===== config.mk =====
export PLATFORM = sky130hd
export DESIGN_NAME = wide_alu_sequencer
export DESIGN_NICKNAME = d
export VERILOG_FILES = /design/src/rtl/wide_alu_sequencer.sv
export SDC_FILE = /design/constraint.sdc
export NUM_CORES = 1
export LEC_CHECK = 0
export BUFFER_PORTS_ARGS = -buffer_cell sky130_fd_sc_hd__buf_2
export CORE_UTILIZATION = 61
export CTS_BUF_LIST = sky130_fd_sc_hd__clkbuf_2 sky130_fd_sc_hd__clkbuf_4 sky130_fd_sc_hd__clkbuf_8
export DETAILED_ROUTE_END_ITERATION = 7
export HOLD_SLACK_MARGIN = 0.03
export PLACE_DENSITY = 0.92
export REMOVE_ABC_BUFFERS = 1
export SKIP_LAST_GASP = 1
export SYNTH_ARGS = -nofsm -noshare
export SYNTH_HDL_FRONTEND = slang
export SYNTH_SLANG_ARGS = --single-unit
export TNS_END_PERCENT = 1

===== constraint.sdc =====
create_clock -name clk -period 7.3 [get_ports clk]
set_clock_uncertainty 0.15 [all_clocks]
set_input_delay 0 -clock clk [delete_from_list [all_inputs] [get_ports clk]]
set_output_delay 0 -clock clk [all_outputs]
set_load 0.01 [all_outputs]

===== src/rtl/wide_alu_sequencer.sv =====
// wide_alu_sequencer: multi-byte add/subtract sequenced LSB-first through a shared 8-bit ALU
// Ports: clk/rstN (async active-low); start/isAdding/firstArg/secondArg request an op;
// busy/done/result/overflow/unsignedOverflow/isZero/sign report it;
// aluFirst/aluSecond/aluIsAdding drive the ALU, aluResult/aluUnsignedOverflow return from it.
module wide_alu_sequencer #(
    parameter int NBYTES = 4
) (
    input  logic                  clk,
    input  logic                  rstN,
    input  logic                  start,
    input  logic                  isAdding,
    input  logic [8*NBYTES-1:0]   firstArg,
    input  logic [8*NBYTES-1:0]   secondArg,
    output logic                  busy,
    output logic                  done,
    output logic [8*NBYTES-1:0]   result,
    output logic                  overflow,
    output logic                  unsignedOverflow,
    output logic                  isZero,
    output logic                  sign,
    output logic [7:0]            aluFirst,
    output logic [7:0]            aluSecond,
    output logic                  aluIsAdding,
    input  logic [7:0]            aluResult,
    input  logic                  aluUnsignedOverflow
);
    localparam int W  = 8 * NBYTES;
    localparam int IW = $clog2(NBYTES);
    localparam logic [1:0] S_IDLE = 2'd0, S_BYTE = 2'd1, S_FIX = 2'd2;
    logic [1:0]    state_q, state_d;
    logic [W-1:0]  a_q, a_d, b_q, b_d, part_q, part_d, result_q, result_d;
    logic [IW-1:0] i_q, i_d;
    logic          op_q, op_d, pend_q, pend_d, c1_q, c1_d, done_q, done_d;
    logic          ovf_q, ovf_d, uovf_q, uovf_d, zero_q, zero_d, sign_q, sign_d;
    logic [IW+2:0] bo;
    logic          adv;
    assign bo = {i_q, 3'b000};
    always_comb begin
        state_d     = state_q;
        a_d         = a_q;
        b_d         = b_q;
        op_d        = op_q;
        i_d         = i_q;
        pend_d      = pend_q;
        c1_d        = c1_q;
        part_d      = part_q;
        done_d      = 1'b0;
        result_d    = result_q;
        ovf_d       = ovf_q;
        uovf_d      = uovf_q;
        zero_d      = zero_q;
        sign_d      = sign_q;
        adv         = 1'b0;
        aluFirst    = 8'h00;
        aluSecond   = 8'h00;
        aluIsAdding = 1'b1;
        case (state_q)
            S_IDLE: if (start) begin
                a_d     = firstArg;
                b_d     = secondArg;
                op_d    = isAdding;
                i_d     = '0;
                pend_d  = 1'b0;
                state_d = S_BYTE;
            end
            S_BYTE: begin
                aluFirst         = a_q[bo +: 8];
                aluSecond        = b_q[bo +: 8];
                aluIsAdding      = op_q;
                part_d[bo +: 8]  = aluResult;
                c1_d             = aluUnsignedOverflow;
                // A pending carry/borrow from the lower byte forces a +/-1 correction pass
                if (pend_q) begin
                    state_d = S_FIX;
                end else begin
                    pend_d = op_q ? aluUnsignedOverflow : ~aluUnsignedOverflow;
                    adv    = 1'b1;
                end
            end
            S_FIX: begin
                aluFirst        = part_q[bo +: 8];
                aluSecond       = 8'h01;
                aluIsAdding     = op_q;
                part_d[bo +: 8] = aluResult;
                pend_d          = op_q ? (c1_q | aluUnsignedOverflow) : ~(c1_q & aluUnsignedOverflow);
                adv             = 1'b1;
            end
            default: state_d = S_IDLE;
        endcase
        if (adv) begin
            if (i_q == IW'(NBYTES - 1)) begin
                state_d  = S_IDLE;
                done_d   = 1'b1;
                result_d = part_d;
                uovf_d   = op_q ? pend_d : ~pend_d;
                zero_d   = (part_d == '0);
                sign_d   = part_d[W-1];
                ovf_d    = op_q ? ((a_q[W-1] & b_q[W-1] & ~part_d[W-1]) | (~a_q[W-1] & ~b_q[W-1] & part_d[W-1]))
                                : ((a_q[W-1] & ~b_q[W-1] & ~part_d[W-1]) | (~a_q[W-1] & b_q[W-1] & part_d[W-1]));
            end else begin
                i_d     = i_q + 1'b1;
                state_d = S_BYTE;
            end
        end
    end
    always_ff @(posedge clk or negedge rstN) begin
        if (!rstN) begin
            state_q  <= S_IDLE;
            a_q      <= '0;
            b_q      <= '0;
            op_q     <= 1'b0;
            i_q      <= '0;
            pend_q   <= 1'b0;
            c1_q     <= 1'b0;
            part_q   <= '0;
            done_q   <= 1'b0;
            result_q <= '0;
            ovf_q    <= 1'b0;
            uovf_q   <= 1'b0;
            zero_q   <= 1'b0;
            sign_q   <= 1'b0;
        end else begin
            state_q  <= state_d;
            a_q      <= a_d;
            b_q      <= b_d;
            op_q     <= op_d;
            i_q      <= i_d;
            pend_q   <= pend_d;
            c1_q     <= c1_d;
            part_q   <= part_d;
            done_q   <= done_d;
            result_q <= result_d;
            ovf_q    <= ovf_d;
            uovf_q   <= uovf_d;
            zero_q   <= zero_d;
            sign_q   <= sign_d;
        end
    end
    assign busy             = (state_q != S_IDLE);
    assign done             = done_q;
    assign result           = result_q;
    assign overflow         = ovf_q;
    assign unsignedOverflow = uovf_q;
    assign isZero           = zero_q;
    assign sign             = sign_q;
endmodule


==> results of run 1 <==
==> critical path: stages (launching register included) <==
cell and delay (ns):
sky130_fd_sc_hd__dfrtp_2 1.05, sky130_fd_sc_hd__inv_1 0.23, sky130_fd_sc_hd__ha_1 0.47, sky130_fd_sc_hd__nand2b_1 0.20, sky130_fd_sc_hd__nor2_1 0.64, sky130_fd_sc_hd__a22oi_1 0.33, sky130_fd_sc_hd__or3_1 0.43, sky130_fd_sc_hd__a31oi_1 0.16
==> metal layers <==
metal  share of wire, %  vias up
li1                   -     2112
met3                6.7       69
met1                 38     2476
met2                 50      281
met5                  0        -
met4                4.7        0
==> registers in the layout, indices dropped and copies added (netlist names) <==
name and count:
a_q 32, b_q 32, part_q 32, result 32, i_q 2, state_q 2
c1_q 1, done 1, isZero 1, op_q 1, overflow 1, pend_q 1
unsignedOverflow 1
==> power by group through the flow <==
stage | Clock, mW | Sequential [mW] | Combinational, mW
after floorplan | 0 | 1.26 | 0.793
after detailed placement | 0 | 1.33 | 1.15
after global placement | 0 | 1.30 | 1.11
after CTS | 0.629 | 1.31 | 1.19
final | 0.622 | 1.34 | 1.23
after global routing | 0.660 | 1.37 | 1.31
==> layout by cell type, fill, tap and decap left out, drive strengths merged, types with 3 or more instances in the layout <==
cell type    netlist  final
and3               6      6
clkbuf            12     23
inv               14     14
dfrtp            139    139
a22o              26     26
nor2               8      8
ha                10     10
nand2b             3      3
nand2             40     40
o41ai              5      5
clkinv             0      6
buf               17    135
dlygate4sd3        0     77
nand3             10     10
a22oi              6      6
a21oi             13     13
o21ai             12     12
or3                4      4
mux4              24     24
mux2              90     90
==> final timing paths <==
path	cells after the start	end	slack, ns	startpoint
worst max-delay path	7	overflow	3.57	i_q[0]
max in group asynchronous	4	result[12]	5.69	rstN
worst min-delay path	3	b_q[22]	0.15	secondArg[22]
worst max register to register	7	overflow	3.57	i_q[0]
worst min register to register	1	result[17]	0.34	result[17]
min in group asynchronous	4	b_q[6]	0.50	rstN
==> repair_timing <==
action	4_1_cts	5_1_grt
setup endpoints to repair	0	0
hold buffers	78	0
hold endpoints to repair	202	0
==> cells by family after synthesis <==
family	count (synthesis)	synth area share, %
compound gates	70	8.286
xor+xnor	2	0.2769
fa+ha+maj	10	1.977
buf+inv	43	2.828
flops	139	54.97
mux	115	24.72
simple gates	88	6.941
==> final cells by class <==
cell class              instances  share of cell area (%)
clock buffers                  23                   3.759
clock inverters                 8                   1.091
inverters                      14                  0.6367
multi-input cells             285                   32.38
flip-flops and latches        139                   42.16
well taps                     133                   2.016
repair buffers                212                   17.96
==> through the flow <==
step	setup WS (ns)	util, %	instances
floorplan	3.634	-	438
global placement	3.762	71.20	705
detailed placement	3.613	71.20	705
CTS	3.598	83.30	814
global route	3.186	83.30	814
finish	3.571	83.30	814
==> metrics.txt, run 1 <==
# TYPE chip_impl_metric gauge
chip_impl_metric{name="via_per_inst",unit=""} 6.066
chip_impl_metric{name="worst_slew_pin_slew",unit="ns"} 1.028
chip_impl_metric{name="initial_antenna_violation_count",unit=""} 0
chip_impl_metric{name="synth-edff-count",unit=""} 0
chip_impl_info{name="yosysMostFrequentCell",value="sky130_fd_sc_hd__dfrtp_1"} 1
chip_impl_metric{name="max_cap_viol_count",unit=""} 0
chip_impl_metric{name="grt_remaining_overflow",unit=""} 0
chip_impl_info{name="rsz_0062_raised_after_global_routing",value="false"} 1
chip_impl_metric{name="cts_inserted_buffers",unit=""} 17
chip_impl_info{name="min_path_type",value="in2reg"} 1
chip_impl_metric{name="area.sequential",unit="sq mm"} 0.003480
chip_impl_metric{name="core-area",unit="sq mm"} 0.009910
chip_impl_metric{name="stdcell_area",unit="sq mm"} 0.008254
chip_impl_metric{name="vdd_drop_max",unit="mV"} 0.2354
chip_impl_metric{name="wire_length_of_the_first_global_routing_pass",unit="microns"} 28210
chip_impl_metric{name="sequentialPowerShare",unit="%"} 42.0
chip_impl_metric{name="fp-row-count",unit=""} 36
chip_impl_metric{name="flow.area_growth_from_synthesis",unit="%"} 30.45
chip_impl_metric{name="finalWirelength",unit="microns"} 17690
chip_impl_metric{name="switching_share",unit="%"} 36.48
chip_impl_metric{name="fin_crit",unit="ns"} 3.729
chip_impl_metric{name="detailroute.via_count",unit=""} 4938
chip_impl_metric{name="finalSetupTns",unit="ns"} 0
chip_impl_metric{name="die_w",unit="microns"} 103.8
chip_impl_metric{name="port_buffers",unit=""} 131
chip_impl_info{name="tritoncts",value="yes"} 1
chip_impl_metric{name="grt.total_usage",unit="%"} 34.85
chip_impl_metric{name="initial_core_util",unit="%"} 63.85
chip_impl_info{name="worst_setup_path_end_kind",value="flip-flop"} 1
chip_impl_metric{name="slew_headroom",unit="%"} 31.45
chip_impl_info{name="run_status",value="complete, no violations"} 1
chip_impl_metric{name="yosys_warnings",unit=""} 0
chip_impl_metric{name="portion_of_the_clock_cycle_consumed_by_the_worst_path_in_the_final_layout",unit="%"} 51.08
chip_impl_metric{name="drtAntennaViolNets",unit=""} 0
chip_impl_metric{name="design_power_total",unit="mW"} 3.195
chip_impl_metric{name="yosysTopAreaCellShare",unit="%"} 54.97
chip_impl_metric{name="power_per_standard_cell_area",unit="mW/mm^2"} 387.1
chip_impl_metric{name="clkPwrFrac",unit="%"} 19.5
chip_impl_metric{name="dieArea",unit="sq mm"} 0.01078
chip_impl_info{name="top_usage_layer",value="met2"} 1
chip_impl_metric{name="drt_first_pass_iters",unit=""} 5
chip_impl_info{name="synth_top_cells_by_count",value="sky130_fd_sc_hd__dfrtp_1 (139), sky130_fd_sc_hd__mux2_1 (88), sky130_fd_sc_hd__nand2_1 (40), sky130_fd_sc_hd__mux4_2 (24), sky130_fd_sc_hd__a22o_1 (22)"} 1
chip_impl_metric{name="fmax",unit="MHz"} 268.2
chip_impl_metric{name="critPathMaxFanout",unit=""} 36
chip_impl_metric{name="power_leakage",unit="nW"} 3.980
chip_impl_metric{name="drtIter0Drc",unit=""} 445
chip_impl_metric{name="grtUsageMet2",unit="%"} 58.62
chip_impl_metric{name="critical_path_required_time",unit="ns"} 7.52
chip_impl_metric{name="clk_pin_slew",unit="ns"} 0.07
chip_impl_metric{name="grt_start_max_net_pins",unit=""} 72
chip_impl_metric{name="chip_height",unit="microns"} 103.8
chip_impl_metric{name="synth-async-reset-ratio",unit="%"} 100.0
chip_impl_metric{name="dp_hpwl",unit="microns"} 10680
chip_impl_metric{name="num-nets-final",unit=""} 756
chip_impl_metric{name="comb_power_share",unit="%"} 38.6
chip_impl_metric{name="power.switching",unit="mW"} 1.165
chip_impl_metric{name="setup_viol_count_final",unit=""} 0
chip_impl_info{name="setup.worst_path.start_class",value="flip-flop"} 1
chip_impl_metric{name="post_cts_buffers",unit=""} 0
chip_impl_info{name="cell_type_with_the_highest_aggregate_area_in_the_netlist",value="sky130_fd_sc_hd__dfrtp_1"} 1
chip_impl_metric{name="synth_seq_cells",unit=""} 139
chip_impl_metric{name="hold_viol_final",unit=""} 0
chip_impl_metric{name="yosysSeqAreaShare",unit="%"} 54.97
chip_impl_metric{name="fillerInstances",unit=""} 518
chip_impl_metric{name="cts_max_path_buffers",unit=""} 2
chip_impl_metric{name="avgRoutedWirePerCell",unit="microns"} 21.73
chip_impl_metric{name="multiInputGateArea",unit="sq mm"} 0.002673
chip_impl_metric{name="remaining_drc_errors",unit=""} 0
chip_impl_metric{name="grt.met1_usage",unit="%"} 42.24
chip_impl_metric{name="routabilityCongestion",unit=""} 0.9248
chip_impl_metric{name="cp.arrival",unit="ns"} 3.95
chip_impl_info{name="ys_top_cells_by_area",value="sky130_fd_sc_hd__dfrtp_1 (55%), sky130_fd_sc_hd__mux2_1 (16%), sky130_fd_sc_hd__mux4_2 (8.5%)"} 1
chip_impl_metric{name="dpl-instance-area",unit="sq mm"} 0.007056
chip_impl_metric{name="first_global_vias",unit=""} 5307
chip_impl_metric{name="synth_cells",unit=""} 467
chip_impl_metric{name="cellInternalPower",unit="mW"} 2.030
chip_impl_metric{name="synth.lib_cells_used.distinct",unit=""} 47
chip_impl_info{name="synth_flop_cell",value="sky130_fd_sc_hd__dfrtp_1"} 1
chip_impl_metric{name="htree_num_levels",unit=""} 4
chip_impl_metric{name="floorplan.io_pins",unit=""} 132
chip_impl_metric{name="clock_sink_count",unit=""} 139
chip_impl_metric{name="grt_util_met3",unit="%"} 7.363
chip_impl_metric{name="clkLatencyLatePin",unit="ns"} 0.44
chip_impl_metric{name="syn_avg_cell_area",unit="sq um"} 13.55
chip_impl_metric{name="antennaDiodeCount",unit=""} 0
chip_impl_info{name="root_buffer",value="sky130_fd_sc_hd__clkbuf_8"} 1
chip_impl_metric{name="post_cts_resized",unit=""} 0
chip_impl_metric{name="maxSlewViolCount",unit=""} 0
chip_impl_info{name="timing_worst_setup_path_type",value="reg2reg"} 1
chip_impl_metric{name="final_layout_size_suffix_gt1_share",unit="%"} 29.96
chip_impl_metric{name="whs",unit="ns"} 0.1484
chip_impl_metric{name="synthesis.area",unit="sq mm"} 0.006327
(Power assumes the default switching activity.)
==> run 2, diff against run 1 <==
Settings changed: CORE_UTILIZATION 61 to 51, PLACE_DENSITY 0.92 to 0.82.
Clock period 7.3 ns to 3.15 ns, I/O delays scaled along.
==> metrics.txt, run 2 (same netlist as run 1, synthesis figures left out) <==
# TYPE chip_impl_metric gauge
chip_impl_metric{name="clock_sink_count",unit=""} 139
chip_impl_info{name="mostFrequentLayoutCell",value="sky130_fd_sc_hd__dfrtp_1"} 1
chip_impl_metric{name="fp-row-count",unit=""} 40
chip_impl_info{name="top_usage_layer",value="met2"} 1
chip_impl_metric{name="core-area",unit="sq mm"} 0.01206
chip_impl_metric{name="avgRoutedWirePerCell",unit="microns"} 19.44
chip_impl_metric{name="grtUsageMet2",unit="%"} 46.91
chip_impl_metric{name="final_layout_size_suffix_gt1_share",unit="%"} 31.01
chip_impl_metric{name="slew_headroom",unit="%"} 40.39
chip_impl_metric{name="drt_first_pass_iters",unit=""} 5
chip_impl_metric{name="initial_antenna_violation_count",unit=""} 0
chip_impl_info{name="min_path_type",value="in2async"} 1
chip_impl_info{name="r2r_end",value="isZero"} 1
chip_impl_metric{name="cts_max_path_buffers",unit=""} 2
chip_impl_info{name="tritoncts",value="yes"} 1
chip_impl_info{name="setup.worst_path.start_class",value="flip-flop"} 1
chip_impl_metric{name="critPathMaxFanout",unit=""} 10
chip_impl_metric{name="first_global_vias",unit=""} 5057
chip_impl_info{name="rsz_0062_raised_after_global_routing",value="false"} 1
chip_impl_info{name="crit_path_cell_trace",value="inv_1, ha_1, nand2_1, nor4b_2, a22oi_1, nand3_1, o41ai_2"} 1
chip_impl_metric{name="flow.area_growth_from_synthesis",unit="%"} 32.23
chip_impl_metric{name="finish.utilization",unit="%"} 69.37
chip_impl_info{name="root_buffer",value="sky130_fd_sc_hd__clkbuf_8"} 1
chip_impl_metric{name="dpl-instance-area",unit="sq mm"} 0.007199
chip_impl_metric{name="stdcell_area",unit="sq mm"} 0.008367
chip_impl_info{name="critPathSlowestCell",value="sky130_fd_sc_hd__nor4b_2"} 1
chip_impl_metric{name="cts_inserted_buffers",unit=""} 17
chip_impl_metric{name="setup_viol_count_final",unit=""} 0
chip_impl_metric{name="remaining_drc_errors",unit=""} 0
chip_impl_metric{name="design_power_total",unit="mW"} 7.298
chip_impl_metric{name="grt.total_usage",unit="%"} 27.82
chip_impl_metric{name="dp_hpwl",unit="microns"} 10830
chip_impl_metric{name="fin_crit",unit="ns"} 2.684
chip_impl_metric{name="cp.arrival",unit="ns"} 2.86
chip_impl_metric{name="num-nets-final",unit=""} 764
chip_impl_metric{name="wire_length_of_the_first_global_routing_pass",unit="microns"} 26610
chip_impl_metric{name="die_w",unit="microns"} 113.4
chip_impl_metric{name="finalWirelength",unit="microns"} 16680
chip_impl_metric{name="grt_remaining_overflow",unit=""} 0
chip_impl_metric{name="hold_viol_final",unit=""} 0
chip_impl_metric{name="drtAntennaViolNets",unit=""} 0
chip_impl_metric{name="chip_height",unit="microns"} 113.4
chip_impl_info{name="run_status",value="complete, no violations"} 1
chip_impl_metric{name="finalSetupTns",unit="ns"} 0
chip_impl_info{name="crit_start",value="state_q[0]"} 1
chip_impl_info{name="layout.cells.most_common_list",value="sky130_fd_sc_hd__dfrtp_1 (138), sky130_fd_sc_hd__buf_2 (130), sky130_fd_sc_hd__mux2_1 (88)"} 1
chip_impl_metric{name="grt.met1_usage",unit="%"} 35.21
chip_impl_info{name="worst_setup_path_end_kind",value="flip-flop"} 1
chip_impl_metric{name="floorplan.io_pins",unit=""} 132
chip_impl_metric{name="worst_slew_pin_slew",unit="ns"} 0.8918
chip_impl_metric{name="htree_num_levels",unit=""} 4
chip_impl_metric{name="clk_pin_slew",unit="ns"} 0.08
chip_impl_metric{name="cp_slowest_stage_delay",unit="ns"} 0.82
chip_impl_metric{name="max_cap_viol_count",unit=""} 0
chip_impl_metric{name="routabilityCongestion",unit=""} 0.8226
chip_impl_metric{name="via_per_inst",unit=""} 5.544
chip_impl_info{name="timing_worst_setup_path_type",value="reg2reg"} 1
chip_impl_info{name="critPathCapture",value="isZero"} 1
chip_impl_metric{name="fmax",unit="MHz"} 372.6
chip_impl_metric{name="power_per_standard_cell_area",unit="mW/mm^2"} 872.3
chip_impl_metric{name="antennaDiodeCount",unit=""} 0
chip_impl_metric{name="reg2regPathDepth",unit=""} 7
chip_impl_metric{name="dieArea",unit="sq mm"} 0.01286
chip_impl_metric{name="grt_util_met3",unit="%"} 6.589
chip_impl_metric{name="initial_core_util",unit="%"} 52.46
chip_impl_metric{name="power_leakage",unit="nW"} 4.002
chip_impl_metric{name="critical_path_required_time",unit="ns"} 3.33
chip_impl_metric{name="clkLatencyLatePin",unit="ns"} 0.45
chip_impl_metric{name="timing.reg2reg.setup_slack",unit="ns"} 0.47
chip_impl_metric{name="drtIter0Drc",unit=""} 311
chip_impl_metric{name="portion_of_the_clock_cycle_consumed_by_the_worst_path_in_the_final_layout",unit="%"} 85.20
chip_impl_metric{name="post_cts_resized",unit=""} 0
chip_impl_metric{name="port_buffers",unit=""} 131
chip_impl_info{name="worstReg2RegStart",value="state_q[0]"} 1
chip_impl_metric{name="maxSlewViolCount",unit=""} 0
chip_impl_metric{name="vdd_drop_max",unit="mV"} 0.4027
chip_impl_metric{name="grt_start_max_net_pins",unit=""} 88
chip_impl_metric{name="detailroute.via_count",unit=""} 4757
chip_impl_metric{name="whs",unit="ns"} 0.02721
run 2: per-stage QoR:
| step | cells | setup slack, ns |
|---|---|---|
| after floorplan | 438 | -0.5161 |
| after global placement | 750 | 0.6238 |
| after detailed placement | 750 | 0.5171 |
| after CTS | 858 | 0.4992 |
| after global routing | 858 | 0.3013 |
| final | 858 | 0.4661 |
run 2: routing by layer:
layer  up-vias  share of wire (%)
li1       2143                  -
met1      2384                 41
met2       194                 50
met3        36                6.3
met4         0                2.0
met5         -                  0
run 2: where the power goes:
part | internal, mW | switching (mW) | leakage [nW]
clock | 0.780 | 0.670 | 0.196
combinational | 1.45 | 1.47 | 2.05
sequential | 2.48 | 0.449 | 1.75
run 2: worst min path at each step:
stage | slack, ns | start | cells after the start | endpoint
2_1_floorplan | -0.45 | rstN | 0 | a_q[0]
6_report | 0.03 | rstN | 2 | b_q[7]
4_1_cts | 0.04 | rstN | 2 | b_q[3]
3_5_place_dp | -0.04 | rstN | 1 | b_q[7]
3_3_place_gp | -0.05 | rstN | 1 | b_q[15]
5_1_grt | 0.07 | rstN | 2 | b_q[7]
run 2: timing repair:
item | CTS | global route
hold buffers | 76 | 0
setup buffers | 0 | 0
hold endpoints to repair | 219 | 0
run 2: final cells by class:
type	instances	area, sq um
Clock inverter	11	117.6
Fill cell	819	3695
Multi-Input combinational cell	285	2673
Inverter	14	52.55
Timing Repair Buffer	220	1545
Clock buffer	21	289.0
Tap cell	168	210.2
Sequential cell	139	3480
run 2: critical path, delay by kind of cell (launching register included):
kind	cells	cell delay, ns
AOI/OAI and AO/OA	2	0.31
and+or+nand+nor	3	1.23
adders and majority gates	1	0.34
DFF	1	0.43
buffers and inverters	1	0.10
